===== src/rtl/alu_req_arbiter.sv =====
// rtl/alu_req_arbiter.sv - round-robin two-requester front end for one shared combinational ALU
// Optional divide/modulo-by-zero flagging is built when ALU_DIVZERO_CHK_EN is defined.
module alu_req_arbiter #(
    parameter int W     = 3,
    parameter int RW    = 5,
    parameter int CNT_W = 8
) (
    input  logic             clk,
    input  logic             rst,
    input  logic             REQ0_VALID,
    input  logic [W-1:0]     REQ0_A,
    input  logic [W-1:0]     REQ0_B,
    input  logic [2:0]       REQ0_OP,
    output logic             REQ0_READY,
    input  logic             REQ1_VALID,
    input  logic [W-1:0]     REQ1_A,
    input  logic [W-1:0]     REQ1_B,
    input  logic [2:0]       REQ1_OP,
    output logic             REQ1_READY,
    output logic [W-1:0]     ALU_A,
    output logic [W-1:0]     ALU_B,
    output logic [2:0]       ALU_OP,
    input  logic [RW-1:0]    ALU_OUT,
    output logic             RES_VALID,
    input  logic             RES_READY,
    output logic [RW-1:0]    RES_DATA,
    output logic             RES_ID,
    output logic             RES_ERR,
    output logic [CNT_W-1:0] OPS_DONE
);

    typedef enum logic [1:0] {
        IDLE = 2'd0,
        EXEC = 2'd1,
        RESP = 2'd2
    } state_t;

    state_t        state;
    logic          pri;
    logic          lat_id;
    logic          gnt0;
    logic          gnt1;
    logic          err_nxt;
    logic [RW-1:0] data_nxt;

    // A lone requester always wins; on contention the pointer decides.
    always_comb begin
        gnt0 = 1'b0;
        gnt1 = 1'b0;
        if (state == IDLE && !rst) begin
            gnt0 = REQ0_VALID && (!REQ1_VALID || !pri);
            gnt1 = REQ1_VALID && (!REQ0_VALID ||  pri);
        end
    end

    assign REQ0_READY = gnt0;
    assign REQ1_READY = gnt1;

`ifdef ALU_DIVZERO_CHK_EN
    always_comb begin
        err_nxt  = (ALU_OP == 3'b011 || ALU_OP == 3'b100) && (ALU_B == '0);
        data_nxt = err_nxt ? {RW{1'b1}} : ALU_OUT;
    end
`else
    always_comb begin
        err_nxt  = 1'b0;
        data_nxt = ALU_OUT;
    end
`endif

    always_ff @(posedge clk) begin
        if (rst) begin
            state     <= IDLE;
            pri       <= 1'b0;
            lat_id    <= 1'b0;
            ALU_A     <= '0;
            ALU_B     <= '0;
            ALU_OP    <= '0;
            RES_VALID <= 1'b0;
            RES_DATA  <= '0;
            RES_ID    <= 1'b0;
            RES_ERR   <= 1'b0;
            OPS_DONE  <= '0;
        end else begin
            case (state)
                IDLE: begin
                    if (gnt0 || gnt1) begin
                        ALU_A  <= gnt1 ? REQ1_A  : REQ0_A;
                        ALU_B  <= gnt1 ? REQ1_B  : REQ0_B;
                        ALU_OP <= gnt1 ? REQ1_OP : REQ0_OP;
                        lat_id <= gnt1;
                        state  <= EXEC;
                    end
                end
                EXEC: begin
                    RES_DATA  <= data_nxt;
                    RES_ID    <= lat_id;
                    RES_ERR   <= err_nxt;
                    RES_VALID <= 1'b1;
                    state     <= RESP;
                end
                RESP: begin
                    if (RES_READY) begin
                        RES_VALID <= 1'b0;
                        OPS_DONE  <= OPS_DONE + CNT_W'(1);
                        pri       <= ~RES_ID;
                        state     <= IDLE;
                    end
                end
                default: state <= IDLE;
            endcase
        end
    end

endmodule


===== config.mk =====
export PLATFORM = sky130hd
export DESIGN_NAME = alu_req_arbiter
export DESIGN_NICKNAME = d
export VERILOG_FILES = /design/src/rtl/alu_req_arbiter.sv
export SDC_FILE = /design/constraint.sdc
export NUM_CORES = 1
export LEC_CHECK = 0
export CAP_MARGIN = 0
export CORE_MARGIN = 2
export CORE_UTILIZATION = 35
export DETAILED_ROUTE_END_ITERATION = 8
export GPL_ROUTABILITY_DRIVEN = 0
export PLACE_DENSITY_LB_ADDON = 0.15
export SLEW_MARGIN = 20
export SYNTH_ARGS = -nofsm -noshare
export SYNTH_HDL_FRONTEND = slang
export SYNTH_SLANG_ARGS = --single-unit

===== constraint.sdc =====
create_clock -name clk -period 2.8 [get_ports clk]
set_input_delay 0.56 -clock clk [delete_from_list [all_inputs] [get_ports clk]]
set_output_delay 0.56 -clock clk [all_outputs]
set_load 0.02 [all_outputs]

==> impl_metrics.ini <==
[timing]
fin_crit_sh_pct = 94.4
fin_tns_setup_ns = 0
drv_slew = 0
tightest_slew_ns = 0.734
worst_slack_ns = 0.156
hold_viol = 0
setup_viol = 0
skew_ns = 0.00191
rsz0062_at_grt = false
slew_headroom_pct = 51.0
clock.fmax_mhz = 378
period_minus_slack_ns = 2.64

[global_routing]
grt_pass1_vias = 1232
grt_usage_pct = 16.9
grt_max_degree = 29
grt_pass1_wl_um = 5530
antenna_found_initial = 0
grt-ovfl-total = 0

[route]
drc = 0
ant_nets = 0
routed_wl_um = 3300
wl_per_cell_um = 13.6
viasPerCell = 5.17
dr_total_vias = 1257
dr.pass1.iters = 4
drt_iter0_drc = 56

[critical_path]
arrival_ns = 2.08
cp.required_ns = 2.24
endpoint_kind = output pin
crit_type = in2out
cp_max_fo = 2
worstSetupStartpointType = primary input

[floorplan]
io_pins = 55
start_util_pct = 35.9
rows = 22
die_y_um = 64.8
die_area_um2 = 4200
die_x_um = 64.8
core_um2 = 3610

[layout]
design_area_um2 = 1940
finalNetCount = 225
syn_to_final_growth_pct = 50.2
layout-drive-gt1-share_pct = 11.8
multi_input_area_um2 = 664
antenna_cells = 0
fin_cells = 243
fill_cells = 346
register_area_um2 = 561

[clock_network]
clk_pin_slew_ns = 0.10
cts_setup_buffers = 0
cts_tree = yes
clkLatencyLatePin_ns = 0.27
clock_tree.root_cell = clkbuf_8
cts_htree_levels = 1
clockBufferDepth = 2
numCtsBuffers = 3
cts.sinks = 28

[logic_synthesis]
synth_area_leader_cell = dfxtp_1
syn_area_per_cell_um2 = 9.24
syn-instance-count = 140
synth_area_leaders = dfxtp_1 43%, a311oi_2 8.1%, mux2i_1 5.4%
yosysWarnings = 0
synth_compound_area_share_pct = 20.1
synth-xor-area-share_pct = 1.35
synth_nets = 169
synth_top_area_share_pct = 43.3
synth_area_um2 = 1290
muxShareOfSynthArea_pct = 5.42
ys_seq_area_share_pct = 43.3
synthDistinctLibCells = 35
synth-adder-area-share_pct = 0.967
synth_seq_cells = 28
synth_top_family_by_area = simple AND/OR/NAND/NOR gates
yosys.area_share.simple_pct = 23.2

[placed_design]
portBuffers = 53
dp_worst_setup_slack_ns = -0.108
dp.cells = 239
dp.final_hpwl_um = 2440
place_area_um2 = 1890

[job]
cap_violations = 0

[outcome]
run_status = finished clean

[pwr]
leakage_nw = 0.675
power_density_nw_per_um2 = 473
ir_worst_vdd_mv = 0.221

[hold_path]
min_path_type = reg2reg
## through the flow
step,util [%],hold WS (ns),power (mW)
after floorplan,-,0.449,0.570
after global placement,52.4,0.462,0.675
after detailed placement,52.4,0.473,0.678
after CTS,53.9,0.486,0.924
after global routing,53.9,0.528,0.965
final,53.9,0.487,0.919
## synthesized netlist by cell type
library cell and number:
nor2_1 12, buf_2 1, ha_1 1, or2_2 1, a21boi_0 1, o31ai_1 2
buf_6 2, nand4_1 2, nor2b_1 3, a21oi_1 7, nand4b_1 1, buf_4 1
nor3b_1 1, or3_4 2, clkbuf_1 6, or3_1 3, inv_1 1, buf_1 1
clkinv_1 1, nand3b_1 1, o21ai_1 8, a311oi_2 7, nor3_1 2, a21bo_1 1
nand3_1 10, a311oi_1 2, nor4_1 9, mux2i_1 7, or4_1 2, conb_1 1
xor2_1 2, o21ai_0 6, nand2_1 4, dfxtp_1 28, nand2b_1 1
## registers in the layout (all words and copies together), names as in the netlist
signal / cells
ALU_OP: 3
state: 2
lat_id: 1
RES_ID: 1
ALU_B: 3
ALU_A: 3
OPS_DONE: 8
RES_DATA: 5
pri: 1
RES_VALID: 1
## area by class of cell
type	count	area share (%)
clock buffers	4	2.83
multi-input cells	99	34.2
inverters	2	0.386
well taps	48	3.09
repair buffers	62	30.7
flip-flops and latches	28	28.8
## layout by cell type, fill, tap and decap left out
cell type	instances
a311oi_1	2
clkbuf_8	4
dlygate4sd2_1	2
or4_1	2
a21oi_1	7
conb_1	1
clkdlybuf4s50_1	51
xor2_1	2
o21ai_0	6
or3_1	3
mux2i_1	7
buf_4	9
nor2_1	12
nor3b_1	1
nand2b_1	1
dfxtp_1	28
nand3_1	10
ha_1	1
o21ai_1	8
or3_4	2
nor2b_1	3
nand4_1	2
clkinv_1	1
or2_2	1
a311oi_2	7
inv_1	1
a21boi_0	1
nor4_1	9
o31ai_1	2
nand3b_1	1
nand4b_1	1
nor3_1	2
a21bo_1	1
nand2_1	4
## metal layers
layer / vias up / GRT usage [%] / wire length [µm]
li1: 629 / - / -
met1: 585 / 21.1 / 1500
met2: 41 / 28.6 / 1600
met3: 2 / 3.47 / 184
met4: 0 / 5.85 / 24
met5: - / 0 / 0
## worst paths after layout
| check | from | endpoint | slack, ns | depth (start not counted) |
|---|---|---|---|---|
| setup / recovery | rst | REQ1_READY | 0.16 | 5 |
| hold / removal | OPS_DONE[7] | OPS_DONE[7] | 0.49 | 2 |
| setup reg to reg | state[1] | ALU_A[2] | 1.13 | 4 |
| hold reg to reg | OPS_DONE[7] | OPS_DONE[7] | 0.49 | 2 |
## what timing repair did
item	4_1_cts	5_1_grt
resized for setup	2	0
endpoints found under the setup margin	2	0
hold buffers	0	0
## where the power goes
group | switching, mW | internal (mW)
clock network | 0.125 | 0.126
registers | 0.0193 | 0.424
logic | 0.108 | 0.117
## kinds of logic after synthesis
group                    after synthesis
XOR/XNOR                               2
flip-flops                            28
buffers and inverters                 13
multiplexers                           7
AND/OR/NAND/NOR                       54
adder cells (fa/ha/maj)                1
other                                  1
AO/OA/AOI/OAI                         34
## critical path, cell delays in order
cell and delay, ns:
clkdlybuf4s50_1 0.42, or3_4 0.33, or3_4 0.37, inv_1 0.07
dlygate4sd2_1 0.33
No activity file was read; power rests on OpenSTA's default activity.
